<file path="config.mk">
export PLATFORM = sky130hd
export DESIGN_NAME = bus_arbiter2
export DESIGN_NICKNAME = d
export VERILOG_FILES = /design/src/rtl/bus_arb_defs.sv /design/src/rtl/bit8_2to1mux.sv /design/src/rtl/bus_arbiter2.sv
export SDC_FILE = /design/constraint.sdc
export NUM_CORES = 1
export LEC_CHECK = 0
export CAP_MARGIN = 30
export CORE_MARGIN = 4
export CORE_UTILIZATION = 35
export CTS_BUF_LIST = sky130_fd_sc_hd__clkbuf_16
export DETAILED_ROUTE_END_ITERATION = 8
export GPL_TIMING_DRIVEN = 1
export PLACE_DENSITY = 0.78
export SYNTH_ARGS = -nofsm -noshare
export SYNTH_HDL_FRONTEND = slang
export SYNTH_SLANG_ARGS = --single-unit
</file>
<file path="constraint.sdc">
create_clock -name clk -period 2.1 [get_ports clk]
set_input_delay 0.42 -clock clk [delete_from_list [all_inputs] [get_ports clk]]
set_output_delay 0.42 -clock clk [all_outputs]
set_load 0.01 [all_outputs]
</file>
<file path="src/rtl/bus_arb_defs.sv">
// Shared definitions for the two-requester bus arbiter: state encodings, mux
// select polarity and the default hold limit.
package bus_arb_defs;

    typedef enum logic [1:0] {
        ST_IDLE   = 2'd0,
        ST_GRANT0 = 2'd1,
        ST_GRANT1 = 2'd2
    } state_e;

    localparam logic SEL_REQ0 = 1'b1;
    localparam logic SEL_REQ1 = 1'b0;

    localparam int unsigned DEFAULT_MAX_HOLD = 16;

endpackage

</file>
<file path="src/rtl/bit8_2to1mux.sv">
// 8-bit two-input multiplexer; select=1 passes in0, select=0 passes in1.
module bit8_2to1mux (
    input  logic [7:0] in0,
    input  logic [7:0] in1,
    input  logic       select,
    output logic [7:0] out
);

    assign out = select ? in0 : in1;

endmodule

</file>
<file path="src/rtl/bus_arbiter2.sv">
// Two-requester round-robin bus arbiter with registered grants and mux select.
// Optional HOLD_LIMIT_EN macro adds a hold counter forcing hand-over after MAX_HOLD cycles.
module bus_arbiter2
    import bus_arb_defs::*;
#(
    parameter int unsigned WIDTH     = 8,
    parameter int unsigned MAX_HOLD  = DEFAULT_MAX_HOLD,
    parameter logic        PRIO_INIT = 1'b0
) (
    input  logic             clk,
    input  logic             reset_n,
    input  logic             req0,
    input  logic             req1,
    input  logic             done0,
    input  logic             done1,
    input  logic [WIDTH-1:0] data0,
    input  logic [WIDTH-1:0] data1,
    output logic             gnt0,
    output logic             gnt1,
    output logic             sel,
    output logic [WIDTH-1:0] bus_out,
    output logic             bus_valid
);

    state_e           state_q, state_d;
    logic             last_q, last_d;
    logic             sel_q, sel_d;
    logic             hand_over;
    logic [WIDTH-1:0] mux_out;

    // A limit below 2 cannot express a forced hand-over; the block marks such builds.
    if (MAX_HOLD < 2) begin : g_max_hold_illegal
    end

`ifdef HOLD_LIMIT_EN
    localparam int unsigned HoldW   = $clog2(MAX_HOLD);
    localparam logic [HoldW-1:0] HoldMax = HoldW'(MAX_HOLD - 1);

    logic [HoldW-1:0] hold_q, hold_d;
    logic             hold_hit;

    assign hold_hit  = (hold_q == HoldMax);
    assign hand_over = hold_hit && ((state_q == ST_GRANT0) ? req1 : req0);

    // Count only while the same grant persists; any entry or IDLE restarts from zero.
    always_comb begin
        hold_d = '0;
        if ((state_d == state_q) && (state_q != ST_IDLE)) begin
            hold_d = hold_hit ? hold_q : hold_q + 1'b1;
        end
    end

    always_ff @(posedge clk) begin
        if (!reset_n) begin
            hold_q <= '0;
        end else begin
            hold_q <= hold_d;
        end
    end
`else
    assign hand_over = 1'b0;
`endif

    always_comb begin
        state_d = state_q;
        last_d  = last_q;
        sel_d   = sel_q;
        case (state_q)
            ST_IDLE: begin
                if (req0 && (!req1 || last_q)) begin
                    state_d = ST_GRANT0;
                    sel_d   = SEL_REQ0;
                end else if (req1) begin
                    state_d = ST_GRANT1;
                    sel_d   = SEL_REQ1;
                end
            end
            ST_GRANT0: begin
                if (done0 || !req0 || hand_over) begin
                    last_d = 1'b0;
                    if (req1) begin
                        state_d = ST_GRANT1;
                        sel_d   = SEL_REQ1;
                    end else begin
                        state_d = ST_IDLE;
                    end
                end
            end
            ST_GRANT1: begin
                if (done1 || !req1 || hand_over) begin
                    last_d = 1'b1;
                    if (req0) begin
                        state_d = ST_GRANT0;
                        sel_d   = SEL_REQ0;
                    end else begin
                        state_d = ST_IDLE;
                    end
                end
            end
            default: begin
                state_d = ST_IDLE;
            end
        endcase
    end

    always_ff @(posedge clk) begin
        if (!reset_n) begin
            state_q <= ST_IDLE;
            last_q  <= ~PRIO_INIT;
            sel_q   <= 1'b0;
        end else begin
            state_q <= state_d;
            last_q  <= last_d;
            sel_q   <= sel_d;
        end
    end

    bit8_2to1mux u_mux (
        .in0    (data0),
        .in1    (data1),
        .select (sel_q),
        .out    (mux_out)
    );

    assign gnt0      = (state_q == ST_GRANT0);
    assign gnt1      = (state_q == ST_GRANT1);
    assign sel       = sel_q;
    assign bus_valid = gnt0 | gnt1;
    assign bus_out   = bus_valid ? mux_out : '0;

endmodule

</file>
# After elaboration in Yosys (flattened, before gate mapping)
# Index checks and enable logic that the tools add are counted.
dict set report classes {
  n_eq_ne 6
  muxes 18
  bitwise_logic 1
  n_reduce_logical 12
}
# operator count
set op_table {}
lappend op_table {{2-to-1 mux 8 bit} 2}
lappend op_table {{2-to-1 mux 2 bit} 5}
lappend op_table {{2-to-1 mux 1 bit} 8}
lappend op_table {{case mux 2 bit (3 select lines)} 1}
lappend op_table {{AND reduction 3 bit} 2}
lappend op_table {{!= test 2 x 1 -> 1 bit, second input constant} 2}
lappend op_table {{AND reduction 4 bit} 1}
lappend op_table {{logical OR 1 bit} 3}
lappend op_table {{!= test 3 bit, second input constant} 1}
lappend op_table {{case mux 1 bit (3 select lines)} 1}
lappend op_table {{nonzero test 3 bit} 1}
lappend op_table {{equality test 2 x 1 -> 1 bit, second input constant} 1}
lappend op_table {{equality test 2 bit, second input constant} 1}
lappend op_table {{logical NOT 1 bit} 2}
lappend op_table {{logical NOT 2 bit} 1}
lappend op_table {{!= test 2 bit, second input constant} 1}
lappend op_table {{case mux 1 bit (2 select lines)} 1}
lappend op_table {{nonzero test 2 bit} 1}
lappend op_table {{logical AND 1 bit} 1}
lappend op_table {{bitwise OR 1 bit} 1}
dict set report word_totals {
  register_bits 4
  in_bits 22
  output_inout_bits 12
}

# Depth between registers and ports, before layout
dict set report depth {
  word_depth 5
  depth_mapped 5
}

# Modules after synthesis
# A second synthesis with hierarchy kept.
dict set report hier_totals {
  hier_cells 59
  area_unflattened_um2 550.5
}
# module instances cells_each area_per_inst_um2 seq_area_each_um2
set modules_own_cells {}
lappend modules_own_cells {bus_arbiter2 1 50 419.2 80.1}
lappend modules_own_cells {bit8_2to1mux 1 9 131.4 0.0}

# Worst setup path after synthesis
# No wires, ideal clock.
dict set report synth_path {
  kind {register to register}
  from {register state_q[0]}
  to {register state_q[0]}
  arrival_time_ps 1530
  required_ps 2004
  path_slack_ps 475
  stages_incl_launch_ff 6
  n_path_buf 0
  period_less_slack_ps 1625
  path_cell_list {dfxtp_1 inv_1 ha_1 and3b_4 or3_4 o41ai_2}
}
dict set report synth_between {
  elab_chain_len 3
  word_cells_on_any_way 8
}
# element line
set synth_lines {}
lappend synth_lines {{start: declaration} bus_arbiter2.sv:25} ;# state_e state_q, state_d;
lappend synth_lines {{start signal: assignment} bus_arbiter2.sv:112} ;# state_q <= state_d;
lappend synth_lines {{equality test 2 bit, or another cell as far along} bus_arbiter2.sv:68} ;# case (state_q)
lappend synth_lines {{!= test 2 x 1 -> 1 bit (no line) / != test 3 bit (equally long branches)} --}
lappend synth_lines {{AND reduction 3 bit (no line)} --}
# Several ways; a longest one is shown, not always the timed one.
# A chain may end at the register's enable or synchronous reset.

# Final worst setup path
dict set report layout_path {
  from {register state_q[0]}
  to {output bus_valid}
}
dict set report layout_between {
  elab_chain_len 2
  word_cells_on_any_way 3
}
# element line
set layout_lines {}
lappend layout_lines {{equality test 2 x 1 -> 1 bit / equality test 2 bit (equally long branches)} {bus_arbiter2.sv:125, bus_arbiter2.sv:126}}
lappend layout_lines {{bitwise OR 1 bit *} bus_arbiter2.sv:128} ;# assign bus_valid = gnt0 | gnt1;
lappend layout_lines {{end: declaration} bus_arbiter2.sv:22} ;# output logic bus_valid
# Every way passes the cells marked *; elsewhere a longest branch is shown, timed or not.

==> results_dict.tcl <==
set metrics [dict create \
    die_area_um2 2190 \
    grt_pass1_wl_mm 2.35 \
    crit_chain "inv_1 -> ha_4 -> clkdlybuf4s50_1" \
    relSlewSlack_pct 76.4 \
    clk-insertion-delay-late_ns 0.22 \
    drt-initial-drc-count 4 \
    ys_types 26 \
    synthTopCellsByArea "mux2i_1 17%, dfxtp_1 15%, ha_1 14%" \
    combPwrFrac_pct 55.2 \
    fmax_mhz 510 \
    synthesis.nets 87 \
    syn_area_per_cell_um2 8.95 \
    timing.final.crit_share_pct 93.4 \
    clock-sinks 4 \
    endpoint_kind "primary output" \
    drive_gt1_share_pct 12.2 \
    num_vias 590 \
    netlist_area_um2 528 \
    slowest_stage "clkdlybuf4s50_1" \
    power_density_nw_per_um2 916 \
    dpl.hpwl_mm 1.21 \
    htreeDepth 1 \
    clockPowerShare_pct 32.5 \
    leakage_uw 0.000439 \
    antenna_cells 0 \
    switching_share_pct 31.3 \
    synthCells 59 \
    cts_hold_buf 0 \
    slowest_delay_ns 0.55 \
    viasPerCell 5.22 \
    cts.clk_slew.worst_paths_ns 0.03 \
    num_rows 13 \
    setup_slack_ns 0.139 \
    clockBufferDepth 2 \
    p_int_uw 619 \
    synth_top_area_share_pct 17.1 \
    antenna_found_initial 0 \
    status "complete, no violations" \
    area_growth_pct 86.3 \
    die_h_um 46.8 \
    rsz0062_at_grt "no" \
    ys_ff_latch 4 \
    post_drt_wl_per_cell_um 13.3 \
    dr.pass1.iters 4 \
    cts_tree "yes" \
    first_global_vias 609 \
    min_period_ns 1.96 \
    io_buffers 33 \
    grt_overflow 0 \
    gp_congestion 0.876 \
    seq_area_frac_synth_pct 15.2 \
    cts_root_buffer "clkbuf_16" \
    routed_wl_mm 1.50 \
    fin_util_pct 72.0 \
    drv_cap 0 \
    slew_viol_final 0 \
    nets 128 \
    whs_ns 0.559 \
    fin_skew_ns 0.000272 \
    cp.required_ns 1.68 \
    die_x_um 46.8 \
    antenna_left 0 \
    cp_max_fo 11 \
    worst_slew_pin_slew_ns 0.350 \
    nFillCells 122 \
    cts_post_setup_buffers_inserted 0 \
    startpoint_type "flop" \
    switchingPower_uw 282 \
    yosys.area.top_type "mux2i_1" \
    critPathKind "flop to primary output" \
    hold_violations 0 \
    p_seq_share_pct 12.2 \
    drc 0 \
    core_um2 1370 \
    irDropWorstVdd_mv 0.437 \
    fin_setup_tns_ns 0 \
    dp_slack_ns 0.0700 \
    worstHoldPathType "flop to flop" \
    ys_warn_count 0 \
    grt_max_degree 13 \
    finalSetupViolations 0 \
    cp.arrival_ns 1.54 \
    initial_core_util_pct 38.6 \
    numCtsBuffers 3 \
    io_pins 34 \
    grt_usage_pct 15.4 \
]
-- state kept, by name (all words and copies together), names as in the netlist --
| name | flops |
|---|---|
| last_q | 1 |
| sel | 1 |
| state_q | 2 |
-- Yosys cell counts --
cell	n
and3b_4	2
dfxtp_1	4
buf_2	1
o311ai_0	1
nor2b_1	9
o21bai_1	1
and2_1	2
ha_1	6
inv_1	4
nor3b_1	1
or2b_1	1
and3b_1	1
o31ai_1	2
or2_1	1
o41ai_1	1
and2b_1	1
mux2i_1	9
o311ai_1	2
nand2_1	2
o211ai_1	1
o41ai_2	1
a21oi_1	2
or3_4	1
nor2_1	1
nand3b_1	1
a32o_1	1
-- kinds of logic (layout without fill, tap and decap cells) --
logic type / Yosys count / in the layout / synth area share (%)
DFF: 4 / 4 / 15.2
buffers and inverters: 5 / 44 / 3.79
AOI/OAI and AO/OA: 12 / 12 / 19.2
muxes: 9 / 9 / 17.1
adders and majority gates: 6 / 6 / 14.2
and+or+nand+nor: 23 / 23 / 30.6
-- power groups by stage --
stage,Sequential (uW),Combinational [uW],Clock [uW]
global placement,111,504,0
floorplan,119,268,0
CTS,111,506,298
finish,110,498,293
global route,112,550,309
detailed placement,110,509,0
-- layer usage --
metal	wire (um)	global-route usage, %
met4	30	9.94
met1	607	15.3
met3	269	9.96
met5	0	0
met2	592	23.8
-- final cells by class --
class / instances / area (um2) / share of cell area (%)
clock buffers: 3 / 75.1 / 7.63
inverters: 4 / 15.0 / 1.53
multi-input cells: 50 / 440 / 44.8
flip-flops and latches: 4 / 80.1 / 8.14
well taps: 15 / 18.8 / 1.91
repair buffers: 37 / 354 / 36.0
-- repair_timing --
action / 4_1_cts / 5_1_grt
endpoints found under the hold margin: 0 / 0
endpoints found under the setup margin: 9 / 1
resized for setup: 9 / 1
-- cell usage in the layout, fill, tap and decap left out --
| master | instances |
|---|---|
| dfxtp_1 | 4 |
| dlymetal6s2s_1 | 1 |
| or3_4 | 1 |
| o311ai_0 | 1 |
| buf_4 | 4 |
| ha_1 | 5 |
| o21bai_1 | 1 |
| nor2_1 | 1 |
| and3b_4 | 2 |
| clkdlybuf4s50_1 | 25 |
| and2_1 | 2 |
| clkbuf_16 | 3 |
| and2b_1 | 1 |
| o41ai_2 | 1 |
| o31ai_1 | 2 |
| a32o_1 | 1 |
| dlygate4sd2_1 | 7 |
| nand2_1 | 2 |
| or2_1 | 1 |
| nor3b_1 | 1 |
| or2b_1 | 1 |
| ha_4 | 1 |
| nor2b_1 | 9 |
| a21oi_1 | 2 |
| o211ai_1 | 1 |
| nand3b_1 | 1 |
| o41ai_1 | 1 |
| and3b_1 | 1 |
| mux2i_1 | 9 |
| o311ai_1 | 2 |
| inv_1 | 4 |
-- final timing paths --
kind / depth (start not counted) / endpoint / startpoint / slack (ns)
worst min register to register: 2 / last_q / last_q / 0.56
worst max register to register: 5 / state_q[0] / state_q[0] / 0.39
worst max-delay path: 3 / bus_valid / state_q[0] / 0.14
worst min-delay path: 2 / last_q / last_q / 0.56
-- worst max-delay path: cells and delay by family (launching register included) --
kind / cells / cell delay [ns]
DFF: 1 / 0.34
buffers and inverters: 2 / 0.65
adders and majority gates: 1 / 0.33
-- per-stage QoR --
stage,cell area [um2],power (uW),cells
2_1_floorplan,528,387,59
6_report,983,901,113
4_1_cts,981,914,113
5_1_grt,983,972,113
3_5_place_dp,902,619,110
3_3_place_gp,902,615,110
Power figures use the tool's default switching activity.
